<file path="config.mk">
export PLATFORM = sky130hd
export DESIGN_NAME = instr_loader
export DESIGN_NICKNAME = d
export VERILOG_FILES = /design/src/rtl/loader_pkg.sv /design/src/rtl/byte_assembler.sv /design/src/rtl/instr_loader.sv
export SDC_FILE = /design/constraint.sdc
export NUM_CORES = 1
export LEC_CHECK = 0
export BUFFER_PORTS_ARGS = -buffer_cell sky130_fd_sc_hd__buf_2
export CAP_MARGIN = 20
export CORE_UTILIZATION = 45
export CTS_BUF_LIST = sky130_fd_sc_hd__clkbuf_8
export DETAILED_ROUTE_END_ITERATION = 10
export PLACE_DENSITY_LB_ADDON = 0.15
export SYNTH_ARGS = -nofsm -noshare
export SYNTH_HDL_FRONTEND = slang
export SYNTH_SLANG_ARGS = --single-unit
export TNS_END_PERCENT = 50
</file>
<file path="constraint.sdc">
create_clock -name i_clk -period 2.55 [get_ports i_clk]
set_input_delay 0.1275 -clock i_clk [delete_from_list [all_inputs] [get_ports i_clk]]
set_output_delay 0.1275 -clock i_clk [all_outputs]
set_load 0.01 [all_outputs]
</file>
<file path="src/rtl/loader_pkg.sv">
// Shared definitions for the instruction loader: FSM states, word geometry, HALT marker.
package loader_pkg;

    typedef enum logic [1:0] {
        IDLE  = 2'd0,
        RECV  = 2'd1,
        WRITE = 2'd2,
        DONE  = 2'd3
    } state_t;

    localparam int          DEF_INST_SZ    = 32;
    localparam int          DEF_BYTE_SZ    = 8;
    localparam int          BYTES_PER_INST = DEF_INST_SZ / DEF_BYTE_SZ;
    localparam int          ADDR_INC       = 4;
    localparam logic [31:0] DEF_HALT_INST  = 32'hFFFF_FFFF;

endpackage

</file>
<file path="src/rtl/byte_assembler.sv">
// Big-endian byte-to-word assembler; o_word_rdy pulses combinationally with the last byte's valid.
// Latency 0 to the ready pulse; never stalls, bytes are only taken while i_en is high.
module byte_assembler
    import loader_pkg::*;
#(
    parameter int INST_SZ = DEF_INST_SZ,
    parameter int BYTE_SZ = DEF_BYTE_SZ
) (
    input  logic               i_clk,
    input  logic               i_reset,
    input  logic               i_clear,
    input  logic               i_en,
    input  logic               i_valid,
    input  logic [BYTE_SZ-1:0] i_data,
    output logic [INST_SZ-1:0] o_word,
    output logic               o_word_rdy
);

    localparam int NB = INST_SZ / BYTE_SZ;
    localparam int CW = (NB > 1) ? $clog2(NB) : 1;

    // Only the low bytes are kept: the oldest byte leaves through o_word directly.
    logic [INST_SZ-BYTE_SZ-1:0] r_shift;
    logic [CW-1:0]              r_cnt;
    logic                       w_take;
    logic                       w_last;

    assign w_take     = i_en && i_valid;
    assign w_last     = w_take && (r_cnt == CW'(NB - 1));
    assign o_word     = {r_shift, i_data};
    assign o_word_rdy = w_last;

    always_ff @(posedge i_clk or negedge i_reset) begin
        if (!i_reset) begin
            r_shift <= '0;
            r_cnt   <= '0;
        end else if (i_clear) begin
            r_shift <= '0;
            r_cnt   <= '0;
        end else if (w_take) begin
            r_shift <= o_word[INST_SZ-BYTE_SZ-1:0];
            r_cnt   <= w_last ? '0 : r_cnt + CW'(1);
        end
    end

endmodule

</file>
<file path="src/rtl/instr_loader.sv">
// Loads a UART byte stream into instruction memory as consecutive 32-bit words until HALT or full.
// Write strobe one cycle after the last byte of a word; bytes in WRITE are kept, so no backpressure.
module instr_loader
    import loader_pkg::*;
#(
    parameter int          INST_SZ   = 32,
    parameter int          BYTE_SZ   = 8,
    parameter int          PC_SZ     = 32,
    parameter int          MEM_DEPTH = 64,
    parameter logic [31:0] HALT_INST = DEF_HALT_INST
) (
    input  logic               i_clk,
    input  logic               i_reset,
    input  logic               i_start,
    input  logic [BYTE_SZ-1:0] i_rx_data,
    input  logic               i_rx_valid,
    output logic               o_write,
    output logic [INST_SZ-1:0] o_instruction,
    output logic [PC_SZ-1:0]   o_addr,
    output logic [PC_SZ-1:0]   o_count,
    output logic               o_busy,
    output logic               o_done,
    output logic               o_overflow
);

    state_t             r_state;
    logic               r_write;
    logic [INST_SZ-1:0] r_instruction;
    logic [PC_SZ-1:0]   r_addr;
    logic [PC_SZ-1:0]   r_count;
    logic               r_busy;
    logic               r_done;
    logic               r_overflow;

    logic               w_start;
    logic               w_accept;
    logic [INST_SZ-1:0] w_word;
    logic               w_word_rdy;
    logic [PC_SZ-1:0]   w_count_nxt;

    assign w_start     = i_start && (r_state == IDLE || r_state == DONE);
    assign w_accept    = (r_state == RECV) || (r_state == WRITE);
    assign w_count_nxt = r_count + PC_SZ'(1);

    byte_assembler #(
        .INST_SZ (INST_SZ),
        .BYTE_SZ (BYTE_SZ)
    ) u_asm (
        .i_clk      (i_clk),
        .i_reset    (i_reset),
        .i_clear    (w_start),
        .i_en       (w_accept),
        .i_valid    (i_rx_valid),
        .i_data     (i_rx_data),
        .o_word     (w_word),
        .o_word_rdy (w_word_rdy)
    );

    always_ff @(posedge i_clk or negedge i_reset) begin
        if (!i_reset) begin
            r_state       <= IDLE;
            r_write       <= 1'b0;
            r_instruction <= '0;
            r_addr        <= '0;
            r_count       <= '0;
            r_busy        <= 1'b0;
            r_done        <= 1'b0;
            r_overflow    <= 1'b0;
        end else begin
            case (r_state)
                IDLE, DONE: begin
                    if (i_start) begin
                        r_state    <= RECV;
                        r_addr     <= '0;
                        r_count    <= '0;
                        r_busy     <= 1'b1;
                        r_done     <= 1'b0;
                        r_overflow <= 1'b0;
                    end
                end
                RECV: begin
                    if (w_word_rdy) begin
                        r_state       <= WRITE;
                        r_instruction <= w_word;
                        r_write       <= 1'b1;
                    end
                end
                WRITE: begin
                    r_write <= 1'b0;
                    r_addr  <= r_addr + PC_SZ'(ADDR_INC);
                    r_count <= w_count_nxt;
                    // HALT wins over the full check so a HALT in the last slot is not an overflow.
                    if (r_instruction == INST_SZ'(HALT_INST)) begin
                        r_state <= DONE;
                        r_busy  <= 1'b0;
                        r_done  <= 1'b1;
                    end else if (w_count_nxt == PC_SZ'(MEM_DEPTH)) begin
                        r_state    <= DONE;
                        r_busy     <= 1'b0;
                        r_done     <= 1'b1;
                        r_overflow <= 1'b1;
                    end else begin
                        r_state <= RECV;
                    end
                end
                default: r_state <= IDLE;
            endcase
        end
    end

    assign o_write       = r_write;
    assign o_instruction = r_instruction;
    assign o_addr        = r_addr;
    assign o_count       = r_count;
    assign o_busy        = r_busy;
    assign o_done        = r_done;
    assign o_overflow    = r_overflow;

endmodule

</file>
==> impl_metrics.tcl <==
set metrics [dict create \
    vias 5654 \
    drt-pass1-iter-count 5 \
    peakVddDrop_v 0.000517 \
    yosys.area.top_type_share 0.495 \
    track_usage 0.246 \
    finalPower_w 0.00637 \
    setup_ws_ps 39.0 \
    fin_nets 828 \
    relSlewSlack 0.515 \
    period_needed_ps 2510 \
    reg2reg_to "o_overflow" \
    mappedNetlistArea_mm2 0.00636 \
    synth_most_common_cell "dfrtp_1" \
    min_path_cells 4 \
    min_path_type "in -> reg" \
    clk_latency_ps 440 \
    gp_congestion 0.986 \
    use_met1 0.346 \
    hold_viol_final 0 \
    ant_nets 0 \
    maxCapViolations 0 \
    root_buffer "clkbuf_8" \
    post-route-period-util 0.985 \
    cts_tree "done" \
    finClkSkew_ps 10.4 \
    cts_buffer_depth 2 \
    synth_common_cells "126 x dfrtp_1, 62 x nand2_1, 51 x nor2_1" \
    critical_path_required_ps 2930 \
    drc_errors 0 \
    clkTransAtPathRegs_ps 80 \
    rrSetupSlack_ps 40 \
    die_w_um 121 \
    dp_worst_setup_slack_ps -32.8 \
    netlist_top_cells_area "dfrtp_1 50%, mux2_2 6.0%, a22o_1 4.0%" \
    grt.busiest_layer "met2" \
    ff2ff_path_depth 9 \
    ys_seq_area_frac 0.495 \
    grt_pass1_vias 5379 \
    setup_viol 0 \
    worst-slew-pin-transition_ps 728 \
    avgSynthCellArea_um2 10.1 \
    num_antenna_cells 0 \
    drt_iter0_markers 378 \
    yosysWarnings 0 \
    dp_hpwl_mm 12.1 \
    drive_gt1_frac 0.362 \
    rsz0062_at_grt "true" \
    r2r-start "o_count[1]" \
    fp-row-count 43 \
    syn_to_final_growth_pct 29.8 \
    power.density_mw_per_mm2 771 \
    yosys_register_bits 126 \
    grt_overflow 0 \
    cts_made_buffers 17 \
    fmax_mhz 398 \
    ios 112 \
    clkSinkCount 126 \
    yosysTopAreaCell "dfrtp_1" \
    wl_per_cell_um 17.4 \
    synth-edff-count 0 \
    die_y_um 121 \
    cp.arrival_ps 2890 \
    start_util 0.460 \
    ys_types 56 \
    htree_num_levels 4 \
    end_kind "register" \
    grt_antenna_before_repair 0 \
    core_area_mm2 0.0138 \
    grt_max_degree 53 \
    p_leak_nw 4.15 \
    finalWirelength_mm 17.4 \
    start_kind "register" \
    yosys_most_used_dff "dfrtp_1" \
    worstHoldEndpoint "u_asm.r_cnt[0]" \
    die_area_mm2 0.0146 \
    use_met3 0.0456 \
    io_buffers 109 \
    synthArstFlopShare 1.00 \
    crit_path_max_fanout 5 \
    use_met2 0.381 \
    routed_via_density 5.64 \
    synth_cells 632 \
    status "finished clean" \
    slew_viol_final 0 \
    worstHoldStart "i_start" \
    hold_ws_ps 68.8 \
    setup.worst_path.class "reg -> reg" \
    grt_pass1_wl_mm 27.9 \
]
## critical path: stages, from the launching register on
cell     delay (ps)
dfrtp_2         420
ha_4            150
buf_6           110
nand4_4         110
nor4_4          400
buf_4           190
a31oi_1          90
or4_4           500
nor4_4          250
a32o_2          220
## what timing repair did
item / CTS / global route
pin swaps: 1 / 13
resized for setup: 4 / 28
hold buffers: 9 / 0
hold endpoints to repair: 63 / 0
buffers inserted: 0 / 4
setup endpoints to repair: 8 / 12
## sequential cells by signal, indices dropped and copies added (netlist names)
register	count
o_count	32
o_write	1
o_busy	1
u_asm.r_shift	24
o_instruction	32
o_addr	30
o_overflow	1
r_state	2
o_done	1
u_asm.r_cnt	2
## how the worst max path moves through the flow
stage	start	end	slack (ps)	cells past startpoint
4_1_cts	o_count[0]	o_overflow	-20	9
2_1_floorplan	o_count[0]	o_overflow	50	9
5_1_grt	o_count[5]	o_overflow	-70	8
3_5_place_dp	r_state[0]	o_addr[30]	-30	10
3_3_place_gp	r_state[1]	o_addr[31]	20	9
6_report	o_count[1]	o_overflow	40	9
## logic make-up after synthesis
logic type      synth area share
other cells             0.000589
fa+ha+maj                 0.0118
compound gates             0.141
simple gates               0.205
flops                      0.495
buf+inv                   0.0330
mux                       0.0664
xor+xnor                  0.0468
## cell usage in the layout (no fill, tap or decap), drive strengths merged, types with 11 or more instances in the layout
cell / count
nor2: 51
o21ai: 47
nor4: 12
xnor2: 12
nand2: 62
and3: 11
clkbuf: 17
nor3: 11
nand3: 36
nand4: 31
dfrtp: 126
buf: 189
inv: 11
xor2: 22
mux2: 34
a21oi: 26
a22o: 29
## power by group
group	switching (W)	leakage [nW]	internal [W]
sequential	0.000413	1.70	0.00246
combinational	0.000974	2.26	0.000833
clock	0.000822	0.197	0.000861
## per-layer routing
layer | wire, um | up-vias | part of all wire
met5 | 0 | - | 0
met4 | 195 | 0 | 0.011
met3 | 800 | 20 | 0.046
met2 | 8250 | 156 | 0.47
met1 | 8160 | 2813 | 0.47
li1 | - | 2665 | -
## final cells by class
cell class                      count  area, um^2
Sequential cell                   126        3160
Clock inverter                     15         148
Timing Repair Buffer              198        1290
Clock buffer                       17         234
Multi-Input combinational cell    458        3170
Inverter                            9        33.8
Fill cell                        1185        5560
Tap cell                          180         225
## stage by stage
stage / TNS [ps] / util / cell area [um^2] / cells
2_1_floorplan: 0 / - / 6370 / 633
3_3_place_gp: 0 / 0.548 / 7580 / 957
3_5_place_dp: -83.1 / 0.548 / 7580 / 957
4_1_cts: -17.9 / 0.584 / 8070 / 998
5_1_grt: -194 / 0.598 / 8260 / 1003
6_report: 0 / 0.598 / 8260 / 1003
No activity file was read; power rests on OpenSTA's default activity.
